==> src/rtl/cpu_pkg.sv <==
// Shared CPU front-end types: PC width, sequencer states and next-PC source select.
package cpu_pkg;

  localparam int unsigned PC_W        = 16;
  localparam int unsigned INC_DEFAULT = 4;

  typedef enum logic [1:0] {
    BOOT  = 2'd0,
    RUN   = 2'd1,
    STALL = 2'd2,
    HALT  = 2'd3
  } pc_state_t;

  typedef enum logic [1:0] {
    SEL_HOLD   = 2'd0,
    SEL_INC    = 2'd1,
    SEL_JUMP   = 2'd2,
    SEL_BRANCH = 2'd3
  } pc_sel_t;

endpackage

==> src/rtl/pc_next_mux.sv <==
// Next-PC selection with word alignment; flags redirect targets whose low bits are set.
module pc_next_mux
  import cpu_pkg::*;
#(
  parameter int unsigned INC = INC_DEFAULT
) (
  input  logic [PC_W-1:0] pc_i,
  input  pc_sel_t         sel_i,
  input  logic [PC_W-1:0] jump_target_i,
  input  logic [PC_W-1:0] branch_offset_i,
  output logic [PC_W-1:0] pc_next_o,
  output logic            misalign_o
);

  localparam logic [PC_W-1:0] INC_V = PC_W'(INC);

  logic [PC_W-1:0] target;

  always_comb begin
    target     = '0;
    pc_next_o  = pc_i;
    misalign_o = 1'b0;
    case (sel_i)
      SEL_HOLD: pc_next_o = pc_i;
      SEL_INC:  pc_next_o = pc_i + INC_V;
      SEL_JUMP: begin
        target     = jump_target_i;
        pc_next_o  = {target[PC_W-1:2], 2'b00};
        misalign_o = |target[1:0];
      end
      SEL_BRANCH: begin
        // Offset is two's complement, so a plain modular add covers both directions.
        target     = pc_i + branch_offset_i;
        pc_next_o  = {target[PC_W-1:2], 2'b00};
        misalign_o = |target[1:0];
      end
      default: pc_next_o = pc_i;
    endcase
  end

endmodule

==> src/rtl/pc_sequencer.sv <==
// Program counter register and BOOT/RUN/STALL/HALT control FSM.
module pc_sequencer
  import cpu_pkg::*;
#(
  parameter logic [PC_W-1:0] RESET_VEC = 16'h0000,
  parameter int unsigned     INC       = INC_DEFAULT
) (
  input  logic            clk,
  input  logic            rst,
  input  logic            stall,
  input  logic            halt_instr,
  input  logic            resume,
  input  logic            jump,
  input  logic [PC_W-1:0] jump_target,
  input  logic            branch_taken,
  input  logic [PC_W-1:0] branch_offset,
  output logic [PC_W-1:0] PC,
  output logic [PC_W-1:0] PC_Next,
  output logic            fetch_valid,
  output logic            halted,
  output logic            misalign_err,
  output logic [1:0]      state
);

  pc_state_t       state_q, state_d;
  pc_sel_t         sel;
  logic [PC_W-1:0] pc_q, pc_d, mux_pc;
  logic            misalign_q, misalign_d, mux_misalign;

  pc_next_mux #(
    .INC (INC)
  ) u_next_mux (
    .pc_i            (pc_q),
    .sel_i           (sel),
    .jump_target_i   (jump_target),
    .branch_offset_i (branch_offset),
    .pc_next_o       (mux_pc),
    .misalign_o      (mux_misalign)
  );

  always_comb begin
    state_d = state_q;
    sel     = SEL_HOLD;
    case (state_q)
      BOOT: state_d = RUN;
      RUN: begin
        if (stall)             state_d = STALL;
        else if (halt_instr)   state_d = HALT;
        else if (jump)         sel     = SEL_JUMP;
        else if (branch_taken) sel     = SEL_BRANCH;
        else                   sel     = SEL_INC;
      end
      STALL: if (!stall) state_d = RUN;
      HALT: begin
        if (resume) begin
          state_d = RUN;
          sel     = SEL_INC;
        end
      end
      default: state_d = BOOT;
    endcase
  end

  // PC_Next reports the value actually loaded, so reset is folded in here too.
  assign pc_d       = rst ? RESET_VEC : mux_pc;
  assign misalign_d = misalign_q | mux_misalign;

  always_ff @(posedge clk) begin
    if (rst) begin
      state_q    <= BOOT;
      pc_q       <= RESET_VEC;
      misalign_q <= 1'b0;
    end else begin
      state_q    <= state_d;
      pc_q       <= pc_d;
      misalign_q <= misalign_d;
    end
  end

  assign PC           = pc_q;
  assign PC_Next      = pc_d;
  assign fetch_valid  = (state_q == RUN);
  assign halted       = (state_q == HALT);
  assign misalign_err = misalign_q;
  assign state        = state_q;

endmodule

==> config.mk <==
export PLATFORM = sky130hd
export DESIGN_NAME = pc_sequencer
export DESIGN_NICKNAME = d
export VERILOG_FILES = /design/src/rtl/cpu_pkg.sv /design/src/rtl/pc_next_mux.sv /design/src/rtl/pc_sequencer.sv
export SDC_FILE = /design/constraint.sdc
export NUM_CORES = 1
export LEC_CHECK = 0
export ABC_AREA = 0
export CORE_ASPECT_RATIO = 0.8
export CORE_MARGIN = 3
export CORE_UTILIZATION = 45
export DETAILED_ROUTE_END_ITERATION = 7
export GPL_ROUTABILITY_DRIVEN = 0
export GPL_TIMING_DRIVEN = 1
export PLACE_DENSITY = 0.82
export SLEW_MARGIN = 20
export SYNTH_ARGS = -nofsm -noshare
export SYNTH_HDL_FRONTEND = slang
export SYNTH_SLANG_ARGS = --single-unit
==> constraint.sdc <==
create_clock -name clk -period 5 [get_ports clk]
set_input_delay 1.5 -clock clk [delete_from_list [all_inputs] [get_ports clk]]
set_output_delay 1.5 -clock clk [all_outputs]
set_load 0.02 [all_outputs]
==> results of run 1 <==
[through the flow]
| stage | util [%] | TNS [ns] |
|---|---|---|
| after global placement | 81.0 | -9.63 |
| final | 94.3 | -1.60 |
| after global routing | 94.3 | -2.78 |
| after floorplan | - | 0 |
| after detailed placement | 81.0 | -10.00 |
| after CTS | 89.1 | 0 |
[critical path, cell delays in order]
cell and delay, ns:
clkdlybuf4s50_1 0.41, ha_2 0.42, nand2_1 0.08, o21ai_0 0.31
a21oi_1 0.11, buf_4 0.17, a21oi_1 0.22, xnor2_1 0.23
o32ai_2 0.15, buf_4 0.18
[registers in the layout (all words and copies together) (netlist names)]
| name | count |
|---|---|
| PC | 16 |
| state | 2 |
| misalign_err | 1 |
[what timing repair did]
action                     4_1_cts  5_1_grt
pin swaps                       32       32
gates resized for setup        127       54
setup endpoints to repair       14       14
setup buffers                    7        9
[cells in the final DEF, fill, tap and decap left out, drive strengths merged, types with 5 or more instances in the layout]
master and instances:
dfxtp 19, nand4 5, nand2 21, a21oi 24, buf 90, nor2 33
xnor2 17, a2111oi 6, nor3 10, xor2 9, clkbuf 10, o21ai 12
dlygate4sd2 6, ha 16, nand3 10, clkdlybuf4s50 46
[kinds of logic (layout without fill, tap and decap cells)]
family | after synthesis | in the layout | synth area share, %
xor+xnor | 26 | 26 | 11.6
buf+inv | 16 | 159 | 3.26
compound gates | 81 | 81 | 30.4
fa+ha+maj | 17 | 17 | 11.2
mux | 1 | 1 | 0.511
flops | 19 | 19 | 19.4
simple gates | 96 | 96 | 23.5
[per-layer routing]
metal  vias to the layer above  wire length (um)  global-route usage, %
li1                       1249                 -                      -
met1                      1518              4260                   46.3
met2                       433              5400                   64.4
met3                       187              1960                   7.50
met4                         0              1560                   24.7
met5                         -                 0                      0
[where the power goes]
part	switching (uW)	leakage [uW]	internal, uW	total [uW]
logic	168	0.00133	155	323
registers	19.1	0.000155	159	178
clock network	69.3	0.0000255	56.0	125
total	256	0.00151	369	626
[worst max-delay path by stage]
| stage | start | endpoint | slack [ns] | depth (start not counted) |
|---|---|---|---|---|
| global placement | branch_offset[0] | PC_Next[8] | -0.89 | 10 |
| detailed placement | branch_offset[0] | PC_Next[8] | -0.93 | 10 |
| floorplan | branch_offset[0] | PC_Next[10] | 0.04 | 8 |
| CTS | jump | PC_Next[11] | 0.0002 | 8 |
| global route | branch_offset[9] | PC_Next[12] | -0.43 | 10 |
| finish | branch_offset[9] | PC_Next[12] | -0.29 | 10 |
[cell type report]
| cell class | instances | area [um^2] | share of cell area, % |
|---|---|---|---|
| multi-input cells | 221 | 1940 | 51.8 |
| repair buffers | 153 | 1300 | 34.8 |
| flip-flops and latches | 19 | 380 | 10.1 |
| well taps | 55 | 68.8 | 1.83 |
| clock buffers | 3 | 41.3 | 1.10 |
| inverters | 2 | 7.51 | 0.200 |
| clock inverters | 1 | 5.00 | 0.133 |
==> qor.txt, run 1 <==
pwr dens: 167 nW/um^2
worst skew pair latency: 0.28 ns
Rows: 20
RSZ-0062 raised after global routing: true
DRC viols: 115
Ys Warns: 0
initial antenna violation count: 0
Required @ worst endpoint: 3.50 ns
Hold-fix buffers, CTS: 0
Yosys top cell by area: dfxtp_1
CP startpoint kind: primary input
DP Area: 3220 um^2
Area Growth Syn to Fin: 91.6%
Synth async-reset ratio: 0%
crit path max fanout: 7
cell area after layout: 3750 um^2
Detailed Place HPWL: 5710 um
Post-Layout Cell Count: 454
hold path endpoint: misalign_err
failing checks: design-rule violations, negative setup slack
RR Endpoint: PC[8]
Post-synth top cells: nor2_1, a21oi_1, nand2_1, dfxtp_1, xnor2_1
Hold Crit Depth: 2
final net count: 456
Fin Hold WS: 0.480 ns
most frequent cell after synthesis: nor2_1
Max Slew Vio Count: 0
Clock Sinks: 19
Pre-antenna DRT Iters: 8
port bufs: 75
vias: 3387
status: complete, but fails checks
CP Data Arrival Time: 3.79 ns
Fill cells: 111
Worst Skew: 0.0127 ns
Max Cap Viol: 0
min setup slack post-route: -0.285 ns
first-pass GRT wire length: 15600 um
cell count after synthesis: 256
Total Wirelength: 13200 um
Wirelength per Cell: 29.0 um
CTS tree: yes
Power, Total: 626 uW
Post-Synthesis Net Count: 312
Initial Util: 49.2%
kind of critical path: in -> out
vias in the first global route: 3112
Critical R2R Launch: PC[3]
Tcrit/Tclk final: 106%
Max Clk Rate: 189 MHz
die area: 5180 um^2
crit end category: output port
Area contributors post-synth: dfxtp_1, ha_1, xnor2_1
vias per cell: 7.46
H-tree Lvls: 1
post-layout min period: 5.29 ns
1st-iter DRT viols: 679
Num CTS Buffers: 3
actual slew at the worst max-slew pin: 0.590 ns
root buffer cell: clkbuf_8
Worst slew margin: 60.4%
DP Cell Count: 434
# diodes: 0
Post-synth EDFFs: 0
min-delay worst type: reg -> reg
Horiz. Die Dim: 79.8 um
DIE HEIGHT: 65 um
reg-to-reg slack, setup: 2.12 ns
Syn Area/Cell: 7.65 um^2
LEAKAGE: 0.00151 uW
Netlist cell types: 48
GRT overflow: 0
ANT nets after route: 0
pre-CTS setup slack: -0.930 ns
final setup fails: 12
largest net degree at the start of global routing: 34
share of cells above drive strength 1: 42.4%
clock buffer depth: 2
IO Pins: 76
Synth Flop Type: dfxtp_1
sequential fraction of the synthesis area: 19.4%
final hold vios: 0
Cell Area, Synth: 1960 um^2
Peak VDD IR: 0.216 mV
core area: 3980 um^2
FF-to-FF path depth: 10
GRT Total Usage: 39.0%
Clock Pin Slew Worst Setup and Hold Paths: 0.08 ns
Hold Crit Start: misalign_err
FF+latch count, synth: 19
Yosys top cell area share: 19.4%
(Power assumes the default switching activity.)
==> inputs of run 2 (changes only) <==
Settings changed: GPL_TIMING_DRIVEN 1 to 0.
==> run 2 against run 1 <==
  * The run ends with negative setup slack left
  * Core utilization decreased by 9.9 points
  * Final area decreased by 11%
  * Sequential share of layout area increased by 1.2 points
  * Largest power group unchanged
==> qor.txt, run 2 (synthesis gave the netlist of run 1 again) <==
status: complete, but fails checks
failing checks: negative setup slack
DIE HEIGHT: 65 um (unchanged)
vias per cell: 6.37 (-15%)
actual slew at the worst max-slew pin: 0.687 ns (+0.0971 ns)
cell area after layout: 3360 um^2 (-11%)
crit path max fanout: 5 (-2)
final hold vios: 0 (unchanged)
Hold-fix buffers, CTS: 0 (unchanged)
Num CTS Buffers: 3 (unchanged)
largest net degree at the start of global routing: 12 (-65%)
initial antenna violation count: 0 (unchanged)
Psw: 203 uW (-21%)
Internal Power: 344 uW (-7.0%)
part of the power in the clock network: 20.3% (+0.3 points)
pwr dens: 163 nW/um^2 (-2.4%)
Hold Crit Depth: 2 (unchanged)
reg-to-reg slack, setup: 2.35 ns (+0.23 ns)
crit end category: output port
core area: 3980 um^2 (unchanged)
first-pass GRT wire length: 12100 um (-22%)
CP Data Arrival Time: 3.51 ns (-0.28 ns)
Peak VDD IR: 0.0890 mV (-59%)
final setup fails: 2 (-10)
Tcrit/Tclk final: 100% (-5.5 points)
Clock Sinks: 19 (unchanged)
CP top delay family: simple AND/OR/NAND/NOR gates
CP peak stage delay: 0.55 ns (+0.13 ns)
leading cell types in the layout, fill and taps excluded: clkdlybuf4s50_1, nor2_1, buf_4
FF-to-FF path depth: 13 (+3)
kind of critical path: in -> out
Clock Pin Slew Worst Setup and Hold Paths: 0.08 ns (about the same)
final net count: 410 (-10%)
Detailed Place HPWL: 5110 um (-10%)
commonest non-fill, non-tap cell in the layout: clkdlybuf4s50_1
CTS tree: yes
port bufs: 74 (-1.3%)
Sequential Power Share: 32.0% (+3.6 points)
Pre-antenna DRT Iters: 5 (-3)
Critical Path Slowest Stage Cell: or4_4
hold path endpoint: misalign_err
H-tree Lvls: 1 (unchanged)
CP startpoint kind: primary input
GRT Total Usage: 29.6% (-9.5 points)
Max Clk Rate: 200 MHz (+5.5%)
Worst slew margin: 54.2% (-6.2 points)
post-layout min period: 5.01 ns (-0.274 ns)
Required @ worst endpoint: 3.50 ns (about the same)
Max Slew Vio Count: 0 (unchanged)
GRT overflow: 0 (unchanged)
DRC viols: 0 (-100%)
DP Area: 2790 um^2 (-14%)
crit path from: halt_instr
# diodes: 0 (unchanged)
DP Cell Count: 385 (-11%)
worst skew pair latency: 0.26 ns (-0.02 ns)
WP buf/inv: 3 (unchanged)
IO Pins: 76 (unchanged)
fin util: 84.3% (-9.9 points)
Comb pwr share: 47.7% (-3.8 points)
Area Growth Syn to Fin: 71.4%
CP Depth: 9 (-1)
RSZ-0062 raised after global routing: true
die area: 5180 um^2 (unchanged)
switching share of power: 37.1% (-3.9 points)
Worst Skew: 0.0101 ns (-0.00260 ns)
vias in the first global route: 2429 (-22%)
Post-Layout Cell Count: 408 (-10%)
vias: 2600 (-23%)
min setup slack post-route: -0.0112 ns (+0.274 ns)
min-delay worst type: reg -> reg
Wirelength per Cell: 20.1 um (-31%)
Largest register FFs: 16 (unchanged)
ANT nets after route: 0 (unchanged)
LEAKAGE: 0.00126 uW (-16%)
share of cells above drive strength 1: 31.4% (-11 points)
root buffer cell: clkbuf_8
RR Endpoint: PC[14]
clock buffer depth: 2 (unchanged)
Rows: 20 (unchanged)
Hold Crit Start: misalign_err
Critical R2R Launch: PC[0]
Max Cap Viol: 0 (unchanged)
1st-iter DRT viols: 248 (-63%)
Total Wirelength: 8210 um (-38%)
Initial Util: 49.2% (unchanged)
Horiz. Die Dim: 79.8 um (unchanged)
sequence of cells on the critical path: clkdlybuf4s15_1, or4_4, a21boi_4, buf_6, and3_1, xor2_1, a22oi_1, o22ai_1, buf_4
run 2: cell count changes in the layout (fill, tap and decap cells not counted), moves of 3 or more:
cell / before / now
buf_4: 79 / 27
clkbuf_1: 0 / 5
clkbuf_4: 0 / 4
buf_2: 2 / 5
buf_6: 8 / 5
clkbuf_2: 7 / 4
clkdlybuf4s50_1: 46 / 43
run 2: worst min-delay path, cell delays in order, from the launching register on:
cell	delay, ns
dfxtp_1	0.33
nor2_1	0.05
nor2_1	0.07
run 2: cell type report:
cell class,count,area (um^2)
Inverter,2,7.51
Clock inverter,1,5.00
Timing Repair Buffer,96,860
Clock buffer,3,41.3
Multi-Input combinational cell,221,1930
Sequential cell,19,380
Buffer,11,63.8
Tap cell,55,68.8
Fill cell,210,623
run 2: power groups by stage:
stage	clock network [uW]	registers, uW	logic [uW]
2_1_floorplan	0	181	107
3_5_place_dp	0	175	197
6_report	111	175	261
5_1_grt	116	176	275
3_3_place_gp	0	175	194
4_1_cts	110	174	232
run 2: through the flow:
| step | hold slack [ns] | total power, uW | TNS [ns] | setup slack (ns) |
|---|---|---|---|---|
| floorplan | 0.555 | 287 | 0 | 0.0355 |
| global placement | 0.452 | 369 | -11.91 | -1.10 |
| detailed placement | 0.460 | 372 | -12.17 | -1.10 |
| CTS | 0.478 | 516 | 0 | 0.00295 |
| global route | 0.520 | 566 | -0.169 | -0.0883 |
| finish | 0.474 | 547 | -0.0169 | -0.0112 |
run 2: timing repair:
item	4_1_cts	5_1_grt
pin swaps	34	28
buffers inserted	17	5
setup endpoints to repair	16	15
hold endpoints to repair	0	0
resized for setup	145	42
run 2: worst max path at each step:
stage                     slack [ns]     endpoint
after CTS                      0.003  PC_Next[13]
after detailed placement       -1.10   PC_Next[8]
after global routing           -0.09  PC_Next[13]
final                          -0.01   PC_Next[9]
after floorplan                 0.04  PC_Next[10]
after global placement         -1.10   PC_Next[8]
run 2: per-layer routing:
layer / GRT usage [%] / wire, um / up-vias
met5: 0 / 0 / -
met4: 6.75 / 238 / 0
met3: 5.00 / 976 / 33
met2: 49.8 / 3750 / 216
met1: 39.5 / 3250 / 1191
li1: - / - / 1160
==> inputs of run 3 (changes only) <==
Settings changed: CORE_UTILIZATION 45 to 46, SYNTH_HIERARCHICAL set to 1.
==> run 3 against run 2 <==
  * The flow still finishes with violations (negative setup slack)
  * Sequential power up 5%
  * Combinational power up 23%
  * Largest power group unchanged
  * Setup slack worse by 0.30 ns
  * Largest cell class unchanged
  * Highest routed layer unchanged
  * Sequential share of layout area down 0.54 points
  * Area after synthesis up 8.7%
  * Maximum frequency down 5.7%
  * Total power up 14%
==> qor.txt, run 3 <==
# diodes: 0 (unchanged)
largest net degree at the start of global routing: 11 (-1)
1st-iter DRT viols: 376 (+52%)
CP startpoint kind: primary input
Post-Synthesis Net Count: 329 (+5.4%)
main combinational cell family by area after synthesis: simple AND/OR/NAND/NOR gates
Max Slew Vio Count: 0 (unchanged)
Fin Hold WS: 0.480 ns (+0.00566 ns)
LEAKAGE: 0.00145 uW (+15%)
part of the power in the clock network: 18.7% (-1.6 points)
CTS tree: yes
Area Growth Syn to Fin: 65.5%
sequential fraction of the synthesis area: 17.9% (-1.6 points)
Critical R2R Launch: state[1]
simple-gate share of the synthesized area: 29.0% (+5.5 points)
Synth Area in Adders: 10.3% (-0.90 points)
FF-to-FF path depth: 12 (-1)
Setup TNS: -1.17 ns (-1.15 ns)
Required @ worst endpoint: 3.50 ns (about the same)
GRT overflow: 0 (unchanged)
Area contributors post-synth: dfxtp_1, nor2b_1, ha_1
Post-synth EDFFs: 0 (unchanged)
Ys Warns: 6 (+6)
RSZ-0062 raised after global routing: true
reg-to-reg slack, setup: 2.34 ns (about the same)
Top cell by count, worst path: buf_4
sequence of cells on the critical path: buf_6, or4_4, a21boi_4, buf_6, buf_4, buf_4, buf_4, buf_4, nand2b_4, a22o_1, a21oi_1, or3_4, nor2b_4, buf_6
Yosys top cell area share: 17.9% (-1.6 points)
Detailed Place HPWL: 5120 um (+0.11%)
Syn Area/Cell: 7.80 um^2 (+1.9%)
vias: 2717 (+4.5%)
CP Depth: 14 (+5)
port bufs: 75 (+1.4%)
CP Data Arrival Time: 3.81 ns (+0.30 ns)
pwr dens: 176 nW/um^2 (+8.2%)
H-tree Lvls: 1 (unchanged)
Hold Crit Start: misalign_err
min setup slack post-route: -0.313 ns (-0.302 ns)
Tcrit/Tclk final: 106% (+6.0 points)
crit end category: output port
DIE HEIGHT: 66.8 um (+2.8%)
WL met3: 999 um (+2.4%)
Internal Power: 383 uW (+11%)
status: complete, but fails checks
Synth async-reset ratio: 0% (unchanged)
final net count: 432 (+5.4%)
worst skew pair latency: 0.27 ns (about the same)
RR Endpoint: PC[15]
Synth Flop Type: dfxtp_1
Worst Skew: 0.00875 ns (-0.00134 ns)
Clock Pin Slew Worst Setup and Hold Paths: 0.08 ns (about the same)
Cell Area, Synth: 2130 um^2 (+8.7%)
XOR/XNOR Fraction of Synth Area: 7.41% (-4.2 points)
Initial Util: 49.4% (+0.18 points)
Netlist cell types: 55 (+15%)
Pre-antenna DRT Iters: 6 (+1)
Total Wirelength: 8580 um (+4.5%)
die area: 5480 um^2 (+5.8%)
crit path from: jump
FF+latch count, synth: 19 (unchanged)
WP buf/inv: 7 (+4)
ANT nets after route: 0 (unchanged)
Post-synth top cells: nor2b_1, dfxtp_1, a21oi_1, o21ai_0, ha_1
Sequential Power Share: 29.5% (-2.5 points)
final setup fails: 10 (+8)
first-pass GRT wire length: 12400 um (+2.0%)
core area: 4310 um^2 (+8.3%)
min-delay worst type: reg -> reg
vias per cell: 6.29 (-1.3%)
Horiz. Die Dim: 82.1 um (+2.9%)
Critical Path Slowest Stage Cell: or4_4
share of cells above drive strength 1: 29.6% (-1.8 points)
IO Pins: 76 (unchanged)
CP endpoint: PC_Next[15]
Peak VDD IR: 0.120 mV (+35%)
Largest register FFs: 16 (unchanged)
CP top delay family: simple AND/OR/NAND/NOR gates
Num CTS Buffers: 3 (unchanged)
most frequent cell after synthesis: nor2b_1
cell count after synthesis: 273 (+6.6%)
Max Cap Viol: 0 (unchanged)
crit path max fanout: 4 (-1)
root buffer cell: clkbuf_8
leading cell types in the layout, fill and taps excluded: clkdlybuf4s50_1, nor2b_1, buf_4
Wirelength per Cell: 19.9 um (-1.3%)
GRT Total Usage: 29.5% (-0.031 points)
Psw: 238 uW (+17%)
commonest non-fill, non-tap cell in the layout: clkdlybuf4s50_1
actual slew at the worst max-slew pin: 0.861 ns (+0.174 ns)
Rows: 21 (+5.0%)
DR top layer: met4
Power, Total: 620 uW (+14%)
Worst slew margin: 42.6% (-12 points)
Comb pwr share: 51.8% (+4.1 points)
post-layout min period: 5.31 ns (+0.302 ns)
cell area after layout: 3520 um^2 (+5.0%)
mux share of post-synthesis cell area: 6.76% (+6.2 points)
kind of critical path: in -> out
clock buffer depth: 2 (unchanged)
initial antenna violation count: 0 (unchanged)
DP Area: 2960 um^2 (+6.3%)
complex-gate fraction of the synthesized area: 23.9% (-6.5 points)
CP peak stage delay: 0.52 ns (-0.03 ns)
switching share of power: 38.3% (+1.2 points)
Max Clk Rate: 188 MHz (-5.7%)
final hold vios: 0 (unchanged)
met2 wire length: 3990 um (+6.5%)
vias in the first global route: 2557 (+5.3%)
met1 wire length: 3230 um (-0.37%)
Clock Sinks: 19 (unchanged)
failing checks: negative setup slack
Yosys top cell by area: dfxtp_1
DRC viols: 0 (unchanged)
==> run 3: power groups by stage <==
stage	Combinational [uW]	Sequential, uW	Clock, uW
2_1_floorplan	145	191	0
3_3_place_gp	255	182	0
3_5_place_dp	257	183	0
4_1_cts	295	181	118
5_1_grt	339	185	125
6_report	321	183	116
==> run 3: worst min-delay path by stage <==
stage	depth (start not counted)	slack (ns)	to
global placement	2	0.45	misalign_err
floorplan	2	0.54	misalign_err
global route	2	0.53	misalign_err
CTS	2	0.49	misalign_err
finish	2	0.48	misalign_err
detailed placement	2	0.47	misalign_err
==> run 3: repair_timing <==
item,4_1_cts,5_1_grt
gates resized for setup,151,32
endpoints found under the setup margin,16,16
pin swaps,34,14
buffers inserted,25,1
hold endpoints to repair,0,0
hold buffers,0,0
==> run 3: layout make-up <==
class | count | area [um^2]
plain buffers | 12 | 104
clock buffers | 4 | 45.0
fillers | 263 | 787
inverters | 6 | 22.5
multi-input cells | 234 | 1980
flip-flops and latches | 19 | 380
well taps | 57 | 71.3
repair buffers | 100 | 917
==> run 3: worst register-to-register path, cell delays in order (launching register included) <==
cell and delay (ns):
dfxtp_1 0.39, or4_4 0.58, a21boi_4 0.20, buf_6 0.12, buf_4 0.09, buf_4 0.09
buf_4 0.09, buf_4 0.10, nand2b_4 0.11, a22o_1 0.15, a21oi_1 0.08, or3_4 0.37
nor2b_1 0.15
==> run 3: cell families after synthesis <==
kind of cell             after synthesis
flip-flops                            19
buffers and inverters                 20
XOR/XNOR                              18
AND/OR/NAND/NOR                      109
multiplexers                          13
AO/OA/AOI/OAI                         77
adder cells (fa/ha/maj)               17
==> run 3: per-stage QoR <==
step | utilization (%) | cells | setup WS [ns]
2_1_floorplan | - | 273 | -0.0179
3_3_place_gp | 68.8 | 405 | -1.73
3_5_place_dp | 68.8 | 405 | -1.63
4_1_cts | 79.7 | 431 | -0.258
5_1_grt | 81.7 | 432 | -0.360
6_report | 81.7 | 432 | -0.313
==> run 3: routing by layer <==
layer	vias up	track usage (%)
li1	1207	-
met1	1240	37.3
met2	219	47.7
met3	51	7.03
met4	0	12.2
met5	-	0
